`src/rtl/adc_pattern_gen_if.sv`:
```
// Sample-domain bundle between the pattern generator and its consumer: controls in, samples and markers out.
// The capture side and the bench drive through master; the generator sits on slave.
interface adc_pattern_gen_if #(
  parameter int DATA_W = 14,
  parameter int NUM_CH = 2,
  parameter int CNT_W  = 16
);
  logic                     enable_i;
  logic [2:0]               mode_i;
  logic [DATA_W-1:0]        step_i;
  logic [DATA_W-1:0]        const_i;
  logic [CNT_W-1:0]         pulse_period_i;
  logic [CNT_W-1:0]         pulse_width_i;
  logic [NUM_CH*DATA_W-1:0] data_o;
  logic                     valid_o;
  logic                     frame_o;

  modport master (
    output enable_i, mode_i, step_i, const_i, pulse_period_i, pulse_width_i,
    input  data_o, valid_o, frame_o
  );

  modport slave (
    input  enable_i, mode_i, step_i, const_i, pulse_period_i, pulse_width_i,
    output data_o, valid_o, frame_o
  );
endinterface

```
`src/rtl/adc_pattern_gen.sv`:
```
// Multi-channel ADC stand-in: ramp/const/toggle/PRBS-15/pulse pattern plus per-channel offset, all outputs registered (1 cycle).
// No backpressure: enable_i=0 freezes state and drops valid; a mode change costs one invalid bubble cycle.
module adc_pattern_gen #(
  parameter int DATA_W    = 14,
  parameter int NUM_CH    = 2,
  parameter int CH_OFFSET = 1,
  parameter int CNT_W     = 16
) (
  input  logic               clk_i,
  input  logic               reset_i,
  adc_pattern_gen_if.slave   bus
);

  typedef enum logic [2:0] {
    MODE_RAMP   = 3'd0,
    MODE_CONST  = 3'd1,
    MODE_TOGGLE = 3'd2,
    MODE_PRBS   = 3'd3,
    MODE_PULSE  = 3'd4
  } mode_e;

  localparam logic [14:0] LFSR_SEED = 15'h7FFF;

  logic [2:0]               mode_q, mode_d;
  logic [DATA_W-1:0]        acc_q, acc_d;
  logic [14:0]              lfsr_q, lfsr_d;
  logic [CNT_W-1:0]         pcnt_q, pcnt_d;
  logic                     phase_q, phase_d;
  logic [NUM_CH*DATA_W-1:0] data_q, data_d;
  logic                     valid_q, valid_d;
  logic                     frame_q, frame_d;

  logic [DATA_W-1:0]        base;
  logic [CNT_W:0]           pcnt_inc;

  always_comb begin
    mode_d   = mode_q;
    acc_d    = acc_q;
    lfsr_d   = lfsr_q;
    pcnt_d   = pcnt_q;
    phase_d  = phase_q;
    data_d   = data_q;
    valid_d  = 1'b0;
    frame_d  = frame_q;
    base     = '0;
    pcnt_inc = {1'b0, pcnt_q} + {{CNT_W{1'b0}}, 1'b1};

    if (bus.enable_i) begin
      if (bus.mode_i != mode_q) begin
        // Bubble cycle: restart the pattern, keep the last sample on the bus.
        mode_d  = bus.mode_i;
        acc_d   = '0;
        lfsr_d  = LFSR_SEED;
        pcnt_d  = '0;
        phase_d = 1'b0;
        frame_d = 1'b0;
      end else begin
        valid_d = 1'b1;
        frame_d = 1'b0;
        case (mode_q)
          MODE_RAMP: begin
            base  = acc_q;
            acc_d = acc_q + bus.step_i;
          end
          MODE_CONST: base = bus.const_i;
          MODE_TOGGLE: begin
            base    = phase_q ? ~bus.const_i : bus.const_i;
            phase_d = ~phase_q;
          end
          MODE_PRBS: begin
            base   = lfsr_q[DATA_W-1:0];
            lfsr_d = {lfsr_q[13:0], lfsr_q[14] ^ lfsr_q[13]};
          end
          MODE_PULSE: begin
            base    = (pcnt_q < bus.pulse_width_i) ? bus.const_i : '0;
            frame_d = (pcnt_q == '0);
            // Period 0 or 1 always wraps, so every sample starts a frame.
            pcnt_d  = (pcnt_inc >= {1'b0, bus.pulse_period_i}) ? '0 : pcnt_inc[CNT_W-1:0];
          end
          default: base = '0;
        endcase
        for (int k = 0; k < NUM_CH; k++) begin
          data_d[k*DATA_W +: DATA_W] = base + DATA_W'(k * CH_OFFSET);
        end
      end
    end
  end

  always_ff @(posedge clk_i or posedge reset_i) begin
    if (reset_i) begin
      mode_q  <= MODE_RAMP;
      acc_q   <= '0;
      lfsr_q  <= LFSR_SEED;
      pcnt_q  <= '0;
      phase_q <= 1'b0;
      data_q  <= '0;
      valid_q <= 1'b0;
      frame_q <= 1'b0;
    end else begin
      mode_q  <= mode_d;
      acc_q   <= acc_d;
      lfsr_q  <= lfsr_d;
      pcnt_q  <= pcnt_d;
      phase_q <= phase_d;
      data_q  <= data_d;
      valid_q <= valid_d;
      frame_q <= frame_d;
    end
  end

  assign bus.data_o  = data_q;
  assign bus.valid_o = valid_q;
  assign bus.frame_o = frame_q;

endmodule

```
`src/flat_wrapper.sv`:
```
// flat-port wrapper written by rule: the top's interface ports become plain ports
module adc_pattern_gen_flat 
#(
  parameter int DATA_W    = 14,
  parameter int NUM_CH    = 2,
  parameter int CH_OFFSET = 1,
  parameter int CNT_W     = 16
)
  (clk_i, reset_i, bus_enable_i, bus_mode_i, bus_step_i, bus_const_i, bus_pulse_period_i, bus_pulse_width_i, bus_data_o, bus_valid_o, bus_frame_o);
  adc_pattern_gen_if #(.DATA_W(DATA_W), .NUM_CH(NUM_CH), .CNT_W(CNT_W)) bus_i ();
  input  logic clk_i;
  input  logic reset_i;
  input wire logic [$bits(bus_i.enable_i)-1:0] bus_enable_i;
  input wire logic [$bits(bus_i.mode_i)-1:0] bus_mode_i;
  input wire logic [$bits(bus_i.step_i)-1:0] bus_step_i;
  input wire logic [$bits(bus_i.const_i)-1:0] bus_const_i;
  input wire logic [$bits(bus_i.pulse_period_i)-1:0] bus_pulse_period_i;
  input wire logic [$bits(bus_i.pulse_width_i)-1:0] bus_pulse_width_i;
  output wire logic [$bits(bus_i.data_o)-1:0] bus_data_o;
  output wire logic [$bits(bus_i.valid_o)-1:0] bus_valid_o;
  output wire logic [$bits(bus_i.frame_o)-1:0] bus_frame_o;
  assign bus_i.enable_i = bus_enable_i;
  assign bus_i.mode_i = bus_mode_i;
  assign bus_i.step_i = bus_step_i;
  assign bus_i.const_i = bus_const_i;
  assign bus_i.pulse_period_i = bus_pulse_period_i;
  assign bus_i.pulse_width_i = bus_pulse_width_i;
  assign bus_data_o = bus_i.data_o;
  assign bus_valid_o = bus_i.valid_o;
  assign bus_frame_o = bus_i.frame_o;
  adc_pattern_gen #(.DATA_W(DATA_W), .NUM_CH(NUM_CH), .CH_OFFSET(CH_OFFSET), .CNT_W(CNT_W)) u_core (.clk_i(clk_i), .reset_i(reset_i), .bus(bus_i));
endmodule
```
`config.mk`:
```
export PLATFORM = sky130hd
export DESIGN_NAME = adc_pattern_gen_flat
export DESIGN_NICKNAME = d
export VERILOG_FILES = /design/src/rtl/adc_pattern_gen_if.sv /design/src/rtl/adc_pattern_gen.sv /design/src/flat_wrapper.sv
export SDC_FILE = /design/constraint.sdc
export NUM_CORES = 1
export LEC_CHECK = 0
export CAP_MARGIN = 40
export CORE_AREA = 2 2 141 143
export DETAILED_ROUTE_END_ITERATION = 6
export DIE_AREA = 0 0 143 145
export PLACE_DENSITY = 0.58
export REMOVE_ABC_BUFFERS = 1
export SYNTH_ARGS = -nofsm -noshare
export SYNTH_HDL_FRONTEND = slang
export SYNTH_SLANG_ARGS = --single-unit
```
`constraint.sdc`:
```
create_clock -name clk_i -period 4.2 [get_ports clk_i]
set_input_delay 1.26 -clock clk_i [delete_from_list [all_inputs] [get_ports clk_i]]
set_output_delay 1.26 -clock clk_i [all_outputs]
set_load 0.01 [all_outputs]
```
==> impl_metrics.env, run 1 <==
export IMPL_initial_core_util=0.296
export IMPL_cts_num_sinks=79
export IMPL_cts_hold_buf=0
export IMPL_dp_slack_ns=-0.322
export IMPL_place_congestion=0.819
export IMPL_drt_pass1_iterations=4
export IMPL_fin_ws_ns=0.0760
export IMPL_numPortBuffers=95
export IMPL_max_slew_margin_rel=0.571
export IMPL_power_leakage_nw=3.41
export IMPL_cts_buffers=9
export IMPL_grt_pass1_vias=4995
export IMPL_clk_latency_ns=0.35
export IMPL_synth_most_common_cell="nand2_1"
export IMPL_path_class="in -> reg"
export IMPL_maxCapViolCount=0
export IMPL_holdWs_ns=0.477
export IMPL_avgSynthCellArea_um2=8.58
export IMPL_dp_cells=1037
export IMPL_cp_max_fo=9
export IMPL_die_h_um=145
export IMPL_synth_seq_area_share=0.351
export IMPL_outcome="completed"
export IMPL_path_clk_slew_ns=0.07
export IMPL_fillCellCount=1965
export IMPL_ant_nets=0
export IMPL_antenna_found_initial=0
export IMPL_drive_gt1_frac=0.137
export IMPL_max_freq_ghz=0.242
export IMPL_yosys_warnings=0
export IMPL_crit_path_top_delay_cell="or4_4"
export IMPL_power_density_nw_per_um2=345
export IMPL_vias=5157
export IMPL_final_cell_area_um2=7540
export IMPL_critPathMaxStageDelay_ns=0.54
export IMPL_yosys_top_cells_count="nand2_1, dfrtp_1, ha_1"
export IMPL_crit_chain="clkdlybuf4s50_1 -> inv_1 -> ha_1 -> a2111oi_2 -> buf_4 -> nor4bb_2 -> buf_4 -> o311a_1 -> o22a_2 -> or4_4 -> nor4b_2 -> o31ai_1"
export IMPL_ir_drop_v=0.000158
export IMPL_crit_required_ns=4.42
export IMPL_critPathLaunchType="primary input"
export IMPL_fin_crit_sh=0.982
export IMPL_cts_tree="yes"
export IMPL_die_x_um=143
export IMPL_place_area_um2=7220
export IMPL_synth_edf_count=0
export IMPL_path_delay_family="compound AO/OA/AOI/OAI gates"
export IMPL_yosys_area_top_type="dfrtp_1"
export IMPL_grt_max_degree=46
export IMPL_post_cts_buffers=0
export IMPL_ys_dominant_reg_cell="dfrtp_1"
export IMPL_yosys_top_cells_area="dfrtp_1, ha_1, nand2_1"
export IMPL_io_pins=96
export IMPL_slew_violations=0
export IMPL_yosys_register_bits=79
export IMPL_synth_top_area_share=0.282
export IMPL_hold_viol_final=0
export IMPL_netlist_instances=663
export IMPL_stdcell_count=1053
export IMPL_cp_arrival_ns=4.34
export IMPL_core_area_um2=19200
export IMPL_area_delta_synth_final_pct=32.7
export IMPL_place_hpwl_um=11900
export IMPL_setup_violations_final=0
export IMPL_vias_per_cell=4.90
export IMPL_async_reset_ff_frac=1.00
export IMPL_synth_cell_types=64
export IMPL_syn_cell_area_um2=5690
export IMPL_first_iter_violations=383
export IMPL_tightest_slew_ns=0.643
export IMPL_wl_per_cell_um=14.6
export IMPL_grt_pass1_wl_um=25500
export IMPL_end_kind="flop"
export IMPL_grt_usage=0.154
export IMPL_finalCriticalPeriod_ns=4.12
export IMPL_total_power_mw=2.60
export IMPL_fin_skew_ns=0.0122
export IMPL_final_net_count=897
export IMPL_clockRootBuffer="clkbuf_16"
export IMPL_hp_class="reg -> reg"
export IMPL_n_antenna_cell=0
export IMPL_die_area_um2=20700
export IMPL_overflow=0
export IMPL_remaining_drc_errors=0
export IMPL_placementRows=51
export IMPL_finalWirelength_um=15400
export IMPL_crit_buf_inv=4
export IMPL_cts_max_level=3
export IMPL_crit_path_frequent_cell="buf_4"
export IMPL_clockBufferDepth=2
## cells in the final DEF (no fill, tap or decap), types with 6 or more instances in the layout
cell and instances:
nor4_1 7, o211ai_1 6, nor3_1 8, a22o_1 10, o21ai_1 13, o311a_1 9
nor2_1 31, xnor2_1 22, o22a_1 6, clkdlybuf4s50_1 95, nand3_1 39, and3_1 9
a22oi_1 14, nand2_1 113, a21oi_1 28, buf_4 43, clkbuf_16 9, dfstp_2 15
ha_1 47, or2_2 8, a21o_1 9, o21ai_0 19, inv_1 42, dfrtp_1 64
nand4_1 11, o21a_1 6, o31ai_1 11
## flip-flops by register name, indices dropped and copies added, names as in the netlist
| register | count |
|---|---|
| u_core.lfsr_q | 15 |
| u_core.bus.frame_o | 1 |
| u_core.acc_q | 14 |
| u_core.pcnt_q | 16 |
| u_core.phase_q | 1 |
| u_core.bus.valid_o | 1 |
| u_core.mode_q | 3 |
| u_core.bus.data_o | 28 |
## final cells by class
cell class | instances | area, um^2 | area share
Clock buffer | 10 | 239 | 0.0317
Tap cell | 265 | 332 | 0.0440
Sequential cell | 79 | 2000 | 0.265
Inverter | 44 | 166 | 0.0221
Multi-Input combinational cell | 509 | 3450 | 0.458
Clock inverter | 6 | 45.0 | 0.00597
Timing Repair Buffer | 140 | 1310 | 0.174
## power breakdown
part / total, mW / internal (mW) / switching [mW]
logic: 0.852 / 0.465 / 0.387
registers: 1.00 / 0.909 / 0.0914
clock network: 0.748 / 0.418 / 0.330
total: 2.60 / 1.79 / 0.809
## per-layer routing
layer  wire, um  vias to the layer above  part of all wire  global-route usage
met5          0                        -                 0                   0
met4        429                        0             0.028              0.0629
met3        632                       22             0.041              0.0284
met2       6850                       90              0.44               0.233
met1       7510                     2393              0.49               0.214
li1           -                     2652                 -                   -
## through the flow
| stage | utilization | setup TNS, ns |
|---|---|---|
| 2_1_floorplan | - | 0 |
| 3_3_place_gp | 0.376 | -2.32 |
| 3_5_place_dp | 0.376 | -2.08 |
| 4_1_cts | 0.391 | 0 |
| 5_1_grt | 0.393 | -0.0760 |
| 6_report | 0.393 | 0 |
## timing repair
| item | CTS | global route |
|---|---|---|
| resized for setup | 0 | 9 |
| endpoints found under the setup margin | 0 | 5 |
| endpoints found under the hold margin | 0 | 0 |
## worst reg2reg max path, stage by stage, from the launching register on
cell     delay, ns
dfrtp_1       0.62
ha_1          0.34
nand2_1       0.06
o21ai_1       0.08
a211o_1       0.35
buf_4         0.19
o311a_1       0.33
o22a_2        0.23
or4_4         0.54
nor4b_2       0.26
o31ai_1       0.11
## cells by family (layout without fill, tap and decap cells)
| group | Yosys count | in the layout | synth area share |
|---|---|---|---|
| multiplexers | 4 | 4 | 0.00770 |
| adder cells (fa/ha/maj) | 48 | 48 | 0.107 |
| XOR/XNOR | 23 | 23 | 0.0354 |
| buffers and inverters | 75 | 200 | 0.0502 |
| AO/OA/AOI/OAI | 172 | 172 | 0.224 |
| AND/OR/NAND/NOR | 262 | 262 | 0.224 |
| flip-flops | 79 | 79 | 0.351 |
## final timing paths
path | slack [ns] | end | startpoint | cells after the start
worst max-delay path | 0.08 | u_core.bus.data_o[26] | bus_pulse_width_i[1] | 12
worst min-delay path | 0.48 | u_core.bus.data_o[7] | u_core.bus.data_o[7] | 2
worst max register to register | 0.96 | u_core.bus.data_o[26] | u_core.pcnt_q[6] | 10
worst min register to register | 0.48 | u_core.bus.data_o[7] | u_core.bus.data_o[7] | 2
max in group asynchronous | 2.17 | u_core.lfsr_q[8] | reset_i | 3
min in group asynchronous | 1.30 | u_core.bus.data_o[16] | reset_i | 2
No activity file was read; power rests on OpenSTA's default activity.
==> run 2: changes to the inputs <==
SLEW_MARGIN = 20   (was not set)
==> results of run 2 <==
The final DEF is identical to that of run 1; final timing and power are the same.
